==> config.mk <==
export PLATFORM = sky130hd
export DESIGN_NAME = ocp3_nic_pwr_scheduler_flat
export DESIGN_NICKNAME = d
export VERILOG_FILES = /design/src/rtl/ocp3_nic_pwr_scheduler_if.sv /design/src/rtl/ocp3_nic_pwr_scheduler.sv /design/src/flat_wrapper.sv
export SDC_FILE = /design/constraint.sdc
export NUM_CORES = 1
export LEC_CHECK = 0
export CORE_ASPECT_RATIO = 1.75
export CORE_MARGIN = 3
export CORE_UTILIZATION = 53
export CTS_BUF_LIST = sky130_fd_sc_hd__clkbuf_4
export CTS_CLUSTER_DIAMETER = 150
export DETAILED_ROUTE_END_ITERATION = 8
export PLACE_DENSITY = 0.89
export SETUP_SLACK_MARGIN = 0.2
export SLEW_MARGIN = 20
export SYNTH_ARGS = -nofsm -noshare
export SYNTH_HDL_FRONTEND = slang
export SYNTH_SLANG_ARGS = --single-unit
==> constraint.sdc <==
create_clock -name iClk -period 2.8 [get_ports iClk]
set_input_delay 0.56 -clock iClk [delete_from_list [all_inputs] [get_ports iClk]]
set_output_delay 0.56 -clock iClk [all_outputs]
set_load 0.02 [all_outputs]
==> src/rtl/ocp3_nic_pwr_scheduler_if.sv <==
// Slot-side signal bundle of the OCP3 NIC main-power scheduler.
// master = per-slot sequencers / rail monitors, slave = the scheduler.
interface ocp3_nic_pwr_scheduler_if #(
    parameter int NUM_SLOTS = 4
);
    logic [NUM_SLOTS-1:0] iREQ;
    logic [NUM_SLOTS-1:0] iPWRGD;
    logic [NUM_SLOTS-1:0] oPWR_EN;
    logic [NUM_SLOTS-1:0] oFAULT;

    modport master (
        output iREQ,
        output iPWRGD,
        input  oPWR_EN,
        input  oFAULT
    );

    modport slave (
        input  iREQ,
        input  iPWRGD,
        output oPWR_EN,
        output oFAULT
    );
endinterface

==> src/rtl/ocp3_nic_pwr_scheduler.sv <==
// Round-robin staggered main-power enable for OCP3 NIC slots: one slot ramps at a time.
// Optional OCP3_SCHED_DBG_EN exposes the live FSM state and grant index on the debug outputs.
module ocp3_nic_pwr_scheduler #(
    parameter int                 NUM_SLOTS    = 4,
    parameter int                 TMR_W        = 16,
    parameter logic [TMR_W-1:0]   STAGGER_MS   = 16'd21,
    parameter logic [TMR_W-1:0]   PWRGD_TMO_MS = 16'd105
) (
    input  logic                          iClk,
    input  logic                          iRst,
    input  logic                          iTick_1ms,
    ocp3_nic_pwr_scheduler_if.slave       bus,
    output logic                          oBUSY,
    output logic [1:0]                    oDBG_FSM_curr,
    output logic [2:0]                    oDBG_GNT_IDX
);

    localparam logic [1:0]           ST_IDLE    = 2'b00;
    localparam logic [1:0]           ST_SETTLE  = 2'b01;
    localparam logic [1:0]           ST_STAGGER = 2'b10;
    localparam logic [NUM_SLOTS-1:0] SLOT_ONE   = NUM_SLOTS'(1);
    localparam logic [NUM_SLOTS-1:0] SLOT_ZERO  = {NUM_SLOTS{1'b0}};
    localparam logic [2:0]           LAST_IDX   = 3'(NUM_SLOTS - 1);
    localparam logic [TMR_W-1:0]     CNT_ZERO   = {TMR_W{1'b0}};
    localparam logic [TMR_W-1:0]     CNT_ONE    = {{(TMR_W-1){1'b0}}, 1'b1};
    localparam logic [TMR_W-1:0]     CNT_MAX    = {TMR_W{1'b1}};

    logic [1:0]           r_state;
    logic [2:0]           r_ptr;
    logic [2:0]           r_gnt_idx;
    logic [TMR_W-1:0]     r_cnt;
    logic [NUM_SLOTS-1:0] r_pwr_en;
    logic [NUM_SLOTS-1:0] r_fault;
    logic                 r_busy;

    logic [1:0]           w_state_nxt;
    logic [2:0]           w_ptr_nxt;
    logic [2:0]           w_gnt_nxt;
    logic [TMR_W-1:0]     w_cnt_nxt;
    logic [TMR_W-1:0]     w_cnt_inc;
    logic [NUM_SLOTS-1:0] w_en_nxt;
    logic [NUM_SLOTS-1:0] w_fault_nxt;
    logic [NUM_SLOTS-1:0] w_pending;
    logic [NUM_SLOTS-1:0] w_gnt_oh;
    logic [NUM_SLOTS-1:0] w_sel_oh;
    logic [NUM_SLOTS-1:0] w_settle_oh;
    logic [NUM_SLOTS-1:0] w_pg_loss;
    logic [3:0]           w_cand;
    logic                 w_hit;
    logic                 w_found;
    logic [2:0]           w_sel_idx;

    assign w_pending = bus.iREQ & ~r_pwr_en & ~r_fault;
    assign w_gnt_oh  = SLOT_ONE << r_gnt_idx;
    assign w_sel_oh  = SLOT_ONE << w_sel_idx;
    assign w_cnt_inc = (iTick_1ms && (r_cnt != CNT_MAX)) ? (r_cnt + CNT_ONE) : r_cnt;

    // First pending slot at or above the pointer, wrapping modulo NUM_SLOTS.
    always_comb begin
        w_found   = 1'b0;
        w_sel_idx = 3'd0;
        w_cand    = 4'd0;
        w_hit     = 1'b0;
        for (int k = 0; k < NUM_SLOTS; k++) begin
            w_cand    = {1'b0, r_ptr} + 4'(k);
            w_cand    = (w_cand >= 4'(NUM_SLOTS)) ? (w_cand - 4'(NUM_SLOTS)) : w_cand;
            w_hit     = ~w_found & (|(w_pending & (SLOT_ONE << w_cand)));
            w_sel_idx = w_hit ? w_cand[2:0] : w_sel_idx;
            w_found   = w_found | w_hit;
        end
    end

    // Next-state: release beats power-good beats timeout; pgood loss only hits settled slots.
    always_comb begin
        w_settle_oh = (r_state == ST_SETTLE) ? w_gnt_oh : SLOT_ZERO;
        w_pg_loss   = r_pwr_en & ~w_settle_oh & ~bus.iPWRGD & bus.iREQ;
        w_state_nxt = r_state;
        w_ptr_nxt   = r_ptr;
        w_gnt_nxt   = r_gnt_idx;
        w_cnt_nxt   = r_cnt;
        w_en_nxt    = r_pwr_en & bus.iREQ & ~w_pg_loss;
        w_fault_nxt = (r_fault | w_pg_loss) & bus.iREQ;
        case (r_state)
            ST_IDLE: begin
                if (w_found) begin
                    w_en_nxt    = w_en_nxt | w_sel_oh;
                    w_gnt_nxt   = w_sel_idx;
                    w_ptr_nxt   = (w_sel_idx == LAST_IDX) ? 3'd0 : (w_sel_idx + 3'd1);
                    w_cnt_nxt   = CNT_ZERO;
                    w_state_nxt = ST_SETTLE;
                end else begin
                    w_state_nxt = ST_IDLE;
                end
            end
            ST_SETTLE: begin
                if (|(w_gnt_oh & ~bus.iREQ)) begin
                    w_state_nxt = ST_STAGGER;
                    w_cnt_nxt   = CNT_ZERO;
                end else if (|(w_gnt_oh & bus.iPWRGD)) begin
                    w_state_nxt = ST_STAGGER;
                    w_cnt_nxt   = CNT_ZERO;
                end else if (r_cnt >= PWRGD_TMO_MS) begin
                    w_en_nxt    = w_en_nxt & ~w_gnt_oh;
                    w_fault_nxt = w_fault_nxt | w_gnt_oh;
                    w_state_nxt = ST_STAGGER;
                    w_cnt_nxt   = CNT_ZERO;
                end else begin
                    w_cnt_nxt   = w_cnt_inc;
                end
            end
            ST_STAGGER: begin
                if (r_cnt >= STAGGER_MS) begin
                    w_state_nxt = ST_IDLE;
                end else begin
                    w_cnt_nxt   = w_cnt_inc;
                end
            end
            default: begin
                w_state_nxt = ST_IDLE;
                w_cnt_nxt   = CNT_ZERO;
            end
        endcase
    end

    // State, pointer, timer and per-slot output registers.
    always_ff @(posedge iClk or posedge iRst) begin
        if (iRst) begin
            r_state   <= ST_IDLE;
            r_ptr     <= 3'd0;
            r_gnt_idx <= 3'd0;
            r_cnt     <= CNT_ZERO;
            r_pwr_en  <= SLOT_ZERO;
            r_fault   <= SLOT_ZERO;
            r_busy    <= 1'b0;
        end else begin
            r_state   <= w_state_nxt;
            r_ptr     <= w_ptr_nxt;
            r_gnt_idx <= w_gnt_nxt;
            r_cnt     <= w_cnt_nxt;
            r_pwr_en  <= w_en_nxt;
            r_fault   <= w_fault_nxt;
            r_busy    <= (w_state_nxt != ST_IDLE);
        end
    end

    assign bus.oPWR_EN = r_pwr_en;
    assign bus.oFAULT  = r_fault;
    assign oBUSY       = r_busy;

`ifdef OCP3_SCHED_DBG_EN
    assign oDBG_FSM_curr = r_state;
    assign oDBG_GNT_IDX  = r_gnt_idx;
`else
    assign oDBG_FSM_curr = 2'b00;
    assign oDBG_GNT_IDX  = 3'b000;
`endif

endmodule

==> src/flat_wrapper.sv <==
// flat-port wrapper written by rule: the top's interface ports become plain ports
module ocp3_nic_pwr_scheduler_flat 
#(
    parameter int                 NUM_SLOTS    = 4,
    parameter int                 TMR_W        = 16,
    parameter logic [TMR_W-1:0]   STAGGER_MS   = 16'd21,
    parameter logic [TMR_W-1:0]   PWRGD_TMO_MS = 16'd105
)
  (iClk, iRst, iTick_1ms, oBUSY, oDBG_FSM_curr, oDBG_GNT_IDX, bus_iREQ, bus_iPWRGD, bus_oPWR_EN, bus_oFAULT);
  ocp3_nic_pwr_scheduler_if #(.NUM_SLOTS(NUM_SLOTS)) bus_i ();
  input  logic iClk;
  input  logic iRst;
  input  logic iTick_1ms;
  output logic oBUSY;
  output logic [1:0] oDBG_FSM_curr;
  output logic [2:0] oDBG_GNT_IDX;
  input wire logic [$bits(bus_i.iREQ)-1:0] bus_iREQ;
  input wire logic [$bits(bus_i.iPWRGD)-1:0] bus_iPWRGD;
  output wire logic [$bits(bus_i.oPWR_EN)-1:0] bus_oPWR_EN;
  output wire logic [$bits(bus_i.oFAULT)-1:0] bus_oFAULT;
  assign bus_i.iREQ = bus_iREQ;
  assign bus_i.iPWRGD = bus_iPWRGD;
  assign bus_oPWR_EN = bus_i.oPWR_EN;
  assign bus_oFAULT = bus_i.oFAULT;
  ocp3_nic_pwr_scheduler #(.NUM_SLOTS(NUM_SLOTS), .TMR_W(TMR_W), .STAGGER_MS(STAGGER_MS), .PWRGD_TMO_MS(PWRGD_TMO_MS)) u_core (.iClk(iClk), .iRst(iRst), .iTick_1ms(iTick_1ms), .bus(bus_i), .oBUSY(oBUSY), .oDBG_FSM_curr(oDBG_FSM_curr), .oDBG_GNT_IDX(oDBG_GNT_IDX));
endmodule
==> results of run 1 <==
layer usage:
layer / wire [um] / track usage [%] / vias up
li1: - / - / 1063
met1: 2230 / 22.1 / 1051
met2: 3370 / 44.7 / 77
met3: 204 / 3.28 / 33
met4: 382 / 16.8 / 0
met5: 0 / 0 / -
cell usage in the layout, fill, tap and decap left out, types with 3 or more instances in the layout:
| cell | count |
|---|---|
| dfrtp_1 | 33 |
| buf_4 | 25 |
| nand2_1 | 23 |
| nor2_1 | 23 |
| inv_1 | 20 |
| clkdlybuf4s50_1 | 17 |
| ha_1 | 12 |
| a21oi_1 | 9 |
| a31oi_1 | 8 |
| nand3_1 | 7 |
| o211ai_1 | 6 |
| o2bb2ai_1 | 6 |
| clkbuf_4 | 6 |
| nand4_1 | 5 |
| nand3b_1 | 5 |
| o21ai_0 | 5 |
| a41oi_1 | 5 |
| conb_1 | 5 |
| and4_1 | 4 |
| nor3_1 | 4 |
| a22oi_1 | 3 |
| and3_1 | 3 |
| nand2b_1 | 3 |
| a21o_1 | 3 |
| mux2i_1 | 3 |
| o32ai_1 | 3 |
| o22ai_1 | 3 |
worst paths after layout:
check / to / startpoint / depth (start not counted)
max: u_core.r_ptr[1] / bus_iREQ[3] / 8
min: u_core.r_cnt[1] / u_core.r_cnt[1] / 1
max reg2reg: u_core.r_ptr[1] / u_core.r_ptr[0] / 10
min reg2reg: u_core.r_cnt[1] / u_core.r_cnt[1] / 1
max in group asynchronous: u_core.bus.oFAULT[0] / iRst / 3
min in group asynchronous: u_core.oBUSY / iRst / 3
metrics by stage:
stage	utilization, %	setup TNS (ns)
after global routing	68.6	0
after CTS	66.3	0
after detailed placement	64.9	-1.16
after floorplan	-	0
final	68.6	0
after global placement	64.9	-0.552
logic make-up (layout without fill, tap and decap cells):
| group | after synthesis | count (layout) | synth area share [%] |
|---|---|---|---|
| xor+xnor | 1 | 1 | 0.368 |
| other cells | 1 | 5 | 0.158 |
| fa+ha+maj | 14 | 14 | 7.37 |
| mux | 6 | 6 | 2.68 |
| flops | 33 | 33 | 34.7 |
| simple gates | 98 | 98 | 22.6 |
| buf+inv | 36 | 74 | 7.84 |
| compound gates | 75 | 75 | 24.2 |
area by class of cell:
cell class | instances | area share [%]
Inverter | 22 | 2.85
Clock inverter | 2 | 0.345
Timing Repair Buffer | 44 | 13.2
Sequential cell | 33 | 28.5
Multi-Input combinational cell | 199 | 51.4
Clock buffer | 6 | 1.55
Tap cell | 49 | 2.11
critical path, delay by kind of cell:
| kind | cells | cell delay, ns |
|---|---|---|
| adder cells (fa/ha/maj) | 1 | 0.26 |
| AND/OR/NAND/NOR | 2 | 0.48 |
| multiplexers | 1 | 0.26 |
| buffers and inverters | 1 | 0.48 |
| AO/OA/AOI/OAI | 3 | 0.71 |
power breakdown:
group / leakage, uW / switching (uW) / internal [uW]
combinational: 0.000840 / 1050 / 954
clock: 0.0000354 / 171 / 105
sequential: 0.000443 / 88.8 / 563
state kept, by name, indices dropped and copies added (netlist names):
signal	flops
u_core.r_gnt_idx	3
u_core.bus.oFAULT	4
u_core.r_ptr	3
u_core.r_state	2
u_core.bus.oPWR_EN	4
u_core.oBUSY	1
u_core.r_cnt	16
timing repair:
action	4_1_cts	5_1_grt
endpoints found under the setup margin	2	17
pin swaps	0	8
setup buffers	0	2
resized for setup	2	14
hold buffers	0	0
==> impl_metrics.py, run 1 <==
metrics = {
    "global_routing": {
        "grt_pass1_vias": 2251,
        "antenna_found_initial": 0,
        "grt_max_degree": 34,
        "grt_pass1_wl_um": 9870,
        "grtUsageTotal_pct": 23.5,
        "gr-total-overflow": 0,
    },
    "placed_design": {
        "dp_hpwl_um": 4550,
        "placed_area_um2": 2740,
        "place_ws_ns": -0.153,
        "dp.cells": 345,
        "place_congestion": 0.961,
        "io_buffers": 19,
    },
    "setup_path": {
        "max_stage_delay_ns": 0.48,
        "cp_max_fo": 7,
        "crit_path_cell_trace": "clkdlybuf4s50_1 > nor3b_4 > a211oi_2 > a31oi_2 > nand2_1 > o31ai_2 > ha_4 > mux2_4",
        "cp.required_ns": 3.03,
        "startpoint_type": "primary input",
        "crit_arrival_ns": 2.76,
        "path_class": "in2reg",
        "r2r_slack_ns": 0.28,
        "endpoint_kind": "register",
        "crit_path_top_delay_cell": "clkdlybuf4s50_1",
    },
    "route": {
        "num_vias": 2224,
        "drc": 0,
        "drt_iter0_drc": 97,
        "drt_first_pass_iters": 5,
        "via_per_inst": 6.26,
        "postRouteAntennaNets": 0,
        "wire_per_inst_um": 17.4,
        "drt_wl_total_um": 6190,
    },
    "synthesis": {
        "synth_ff_type": "dfrtp_1",
        "syn_inst": 264,
        "yosys-top-cells-area": "dfrtp_1 35%, ha_1 7.4%, nand2_1 3.6%, nor2_1 3.6%, inv_1 3.5%",
        "synth_top_area_share_pct": 34.7,
        "yosysWarningCount": 0,
        "synth-edff-count": 0,
        "yosys.area.top_type": "dfrtp_1",
        "synthArstFlopShare_pct": 100,
        "syn_avg_cell_area_um2": 9.00,
        "ys_ff_latch": 33,
        "synth.most_common_cell": "dfrtp_1",
        "yosysSeqAreaShare_pct": 34.7,
        "synth_top_cells_by_count": "33 x dfrtp_1, 23 x nand2_1, 23 x nor2_1",
        "yosysUniqueCellTypes": 60,
        "netlist_area_um2": 2380,
    },
    "final_layout": {
        "fin_area_um2": 2900,
        "n_fill_cell": 340,
        "diodes": 0,
        "area_growth_pct": 21.9,
        "layout.nets": 330,
        "multiInputGateArea_um2": 1490,
        "drive_gt1_share_pct": 21.9,
        "fin_cells": 355,
        "ff_latch_area_um2": 826,
    },
    "timing": {
        "period_share_pct": 90.4,
        "slew_headroom_pct": 58.8,
        "setup_slack_ns": 0.270,
        "fin_worst_skew_ns": 0.00559,
        "slew_viol_final": 0,
        "worstMarginPinSlew_ns": 0.614,
        "setup_violations": 0,
        "fmax_ghz": 0.395,
        "whs_ns": 0.552,
        "hold_viol": 0,
        "fin_crit_ns": 2.53,
        "rsz0062_at_grt": "no",
    },
    "floorplan": {
        "start_util_pct": 56.2,
        "die_y_um": 94.6,
        "core_um2": 4230,
        "dieArea_um2": 5360,
        "die_w_um": 56.6,
        "num_rows": 31,
        "io_pins": 25,
    },
    "clock_tree": {
        "cts.sinks": 33,
        "numCtsBuffers": 5,
        "cts-root-buf": "clkbuf_4",
        "cts_buffer_depth": 2,
        "clkSlewWorstSetupHoldPaths_ns": 0.11,
        "cts_tree": "yes",
        "insertion_delay_ns": 0.34,
        "htreeDepth": 2,
    },
    "power": {
        "cellPowerDensity_nw_per_um2": 1010,
        "power.leakage_uw": 0.00132,
        "ir_worst_vdd_v": 0.000963,
        "power_uw": 2940,
    },
    "run_status": {
        "status": "complete, no violations",
    },
    "job": {
        "drv_cap": 0,
    },
    "min_path": {
        "hp-class": "reg2reg",
    },
}
(Power assumes the default switching activity.)
==> run 2: changes to the inputs <==
--- a/config.mk
+++ b/config.mk
@@ -13,7 +13,6 @@
 export DETAILED_ROUTE_END_ITERATION = 8
 export PLACE_DENSITY = 0.89
 export SETUP_SLACK_MARGIN = 0.2
-export SLEW_MARGIN = 20
 export SYNTH_ARGS = -nofsm -noshare
 export SYNTH_HDL_FRONTEND = slang
 export SYNTH_SLANG_ARGS = --single-unit
==> constraint.sdc (replaced) <==
create_clock -name iClk -period 2.8 [get_ports iClk]
set_input_delay 0.56 -clock iClk [delete_from_list [all_inputs] [get_ports iClk]]
set_output_delay 0.56 -clock iClk [all_outputs]
set_load 0.01 [all_outputs]
==> results of run 2 <==
The final DEF is identical to that of run 1. Status: complete, no violations.
Main changes from that run: total power 2940 uW -> 2910 uW
==> run 3: changes to the inputs <==
==> constraint.sdc (replaced) <==
create_clock -name iClk -period 2.8 [get_ports iClk]
set_input_delay 0.28 -clock iClk [delete_from_list [all_inputs] [get_ports iClk]]
set_output_delay 0.28 -clock iClk [all_outputs]
set_load 0.01 [all_outputs]
==> run 3 against run 2 <==
Via count grew 0.45%. Worst hold slack lost 0.23 ns. Sequential share of layout area grew 0.64 points. Cell count shrank 2.8%. Critical path depth grew 4. Power shrank 0.49%. Largest power group unchanged.
==> impl_metrics.py, run 3 (synthesis gave the netlist of run 1 again) <==
metrics = {
    "run_status": {
        "status": "complete, no violations",
    },
    "setup_path": {
        "setup.worst_path.start": "u_core.r_ptr[1]",
        "r2r_cells": 12,
        "cp.required_ns": 3.02,
        "crit_arrival_ns": 2.71,
        "endpoint_kind": "register",
        "cp_max_fo": 3,
        "r2r-start": "u_core.r_ptr[1]",
        "r2r_slack_ns": 0.31,
        "startpoint_type": "register",
        "endpoint": "u_core.bus.oPWR_EN[1]",
        "path_class": "reg2reg",
        "rr_endpoint": "u_core.bus.oPWR_EN[1]",
    },
    "timing": {
        "setup-tns-final_ns": 0,
        "worstMarginPinSlew_ns": 0.646,
        "rsz0062_at_grt": "no",
        "fmax_ghz": 0.402,
        "hold_viol": 0,
        "period_share_pct": 88.9,
        "setup_violations": 0,
        "slew_headroom_pct": 56.7,
        "fin_crit_ns": 2.49,
        "slew_viol_final": 0,
        "fin_worst_skew_ns": 0.00933,
    },
    "floorplan": {
        "num_rows": 31,
        "io_pins": 25,
        "start_util_pct": 56.2,
        "die_y_um": 94.6,
        "die_w_um": 56.6,
        "core_um2": 4230,
        "dieArea_um2": 5360,
    },
    "min_path": {
        "hp-class": "in2async",
    },
    "global_routing": {
        "gr-total-overflow": 0,
        "antenna_found_initial": 0,
        "grt_pass1_vias": 2112,
        "grtUsageTotal_pct": 24.0,
        "grt_pass1_wl_um": 10000,
        "grt_max_degree": 34,
    },
    "route": {
        "wire_per_inst_um": 17.8,
        "postRouteAntennaNets": 0,
        "drc": 0,
        "num_vias": 2234,
        "drt_iter0_drc": 218,
        "via_per_inst": 6.48,
        "drt_first_pass_iters": 4,
        "drt_wl_total_um": 6150,
    },
    "power": {
        "ir_worst_vdd_v": 0.00117,
        "p_sw_share_pct": 44.0,
        "power.leakage_uw": 0.00126,
        "power_frac_clock_pct": 12.5,
        "cellPowerDensity_nw_per_um2": 1020,
        "internal-power_uw": 1620,
        "pwr-share-comb_pct": 64.5,
        "switching_power_uw": 1270,
        "p_seq_share_pct": 22.9,
        "power_uw": 2900,
    },
    "placed_design": {
        "io_buffers": 19,
        "dp.cells": 331,
        "dp_hpwl_um": 4440,
        "place_congestion": 1.07,
    },
    "final_layout": {
        "multiInputGateArea_um2": 1470,
        "drive_gt1_share_pct": 17.9,
        "final_cell_mix": "33 x dfrtp_1, 23 x nand2_1, 23 x nor2_1, 20 x inv_1, 19 x clkdlybuf4s50_1",
        "n_fill_cell": 353,
        "top_register": "u_core.r_cnt",
        "diodes": 0,
        "largest_reg_flops": 16,
        "fin_cells": 345,
        "area_growth_pct": 19.3,
        "layout.nets": 320,
        "ff_latch_area_um2": 826,
        "mostFrequentLayoutCell": "dfrtp_1",
    },
    "clock_tree": {
        "htreeDepth": 2,
        "cts_buffer_depth": 2,
        "numCtsBuffers": 5,
        "cts.sinks": 33,
        "cts-root-buf": "clkbuf_4",
        "clkSlewWorstSetupHoldPaths_ns": 0.11,
        "postCtsHoldBufs": 0,
        "insertion_delay_ns": 0.34,
        "cts_tree": "yes",
    },
    "job": {
        "drv_cap": 0,
    },
}
run 3: worst min path at each step:
stage	startpoint	end	slack (ns)	cells past startpoint
floorplan	iRst	u_core.bus.oFAULT[0]	0.41	1
global placement	u_core.r_cnt[6]	u_core.r_cnt[6]	0.52	2
detailed placement	u_core.r_cnt[15]	u_core.r_cnt[15]	0.53	2
CTS	iRst	u_core.bus.oPWR_EN[1]	0.33	3
global route	iRst	u_core.r_cnt[5]	0.35	3
finish	iRst	u_core.bus.oFAULT[3]	0.32	3
run 3: power groups by stage:
stage	Sequential, uW	Clock (uW)	Combinational, uW
detailed placement	664	0	1530
finish	664	363	1870
floorplan	661	0	1140
CTS	656	366	1570
global placement	658	0	1490
global route	678	393	2030
run 3: final cells by class:
class / instances / share of cell area, %
Clock buffer: 6 / 1.59
Clock inverter: 2 / 1.19
Inverter: 22 / 2.91
Multi-Input combinational cell: 199 / 51.9
Sequential cell: 33 / 29.1
Tap cell: 49 / 2.16
Timing Repair Buffer: 34 / 11.1
run 3: layer usage:
metal / wire length [um] / vias up / part of all wire (%) / GRT usage [%]
met5: 0 / - / 0 / 0
met4: 272 / 0 / 4.4 / 11.9
met3: 226 / 30 / 3.7 / 2.60
met2: 3400 / 81 / 55 / 43.6
met1: 2250 / 1085 / 37 / 27.4
li1: - / 1038 / - / -
run 3: critical path, cell delays in order, from the launching register on:
cell	delay, ns
dfrtp_1	0.40
inv_2	0.09
ha_4	0.23
nor4bb_4	0.16
o211ai_1	0.31
a21oi_1	0.14
o2bb2a_4	0.25
xnor2_2	0.14
and2_4	0.18
buf_4	0.13
ha_1	0.20
inv_1	0.07
o32ai_1	0.07
run 3: stage by stage:
| step | hold WS (ns) | cell area (um^2) | util, % | setup slack [ns] |
|---|---|---|---|---|
| finish | 0.321 | 2840 | 67.1 | 0.311 |
| global route | 0.346 | 2840 | 67.1 | 0.146 |
| CTS | 0.328 | 2730 | 64.6 | 0.216 |
| global placement | 0.522 | 2640 | 62.4 | 0.0998 |
| floorplan | 0.408 | 2430 | - | 0.212 |
| detailed placement | 0.533 | 2640 | 62.4 | 0.0224 |
run 3: what timing repair did:
action                     in CTS  in global routing
setup buffers                   1                  5
pin swaps                       1                  8
gates resized for setup         2                  7
setup endpoints to repair       2                  8
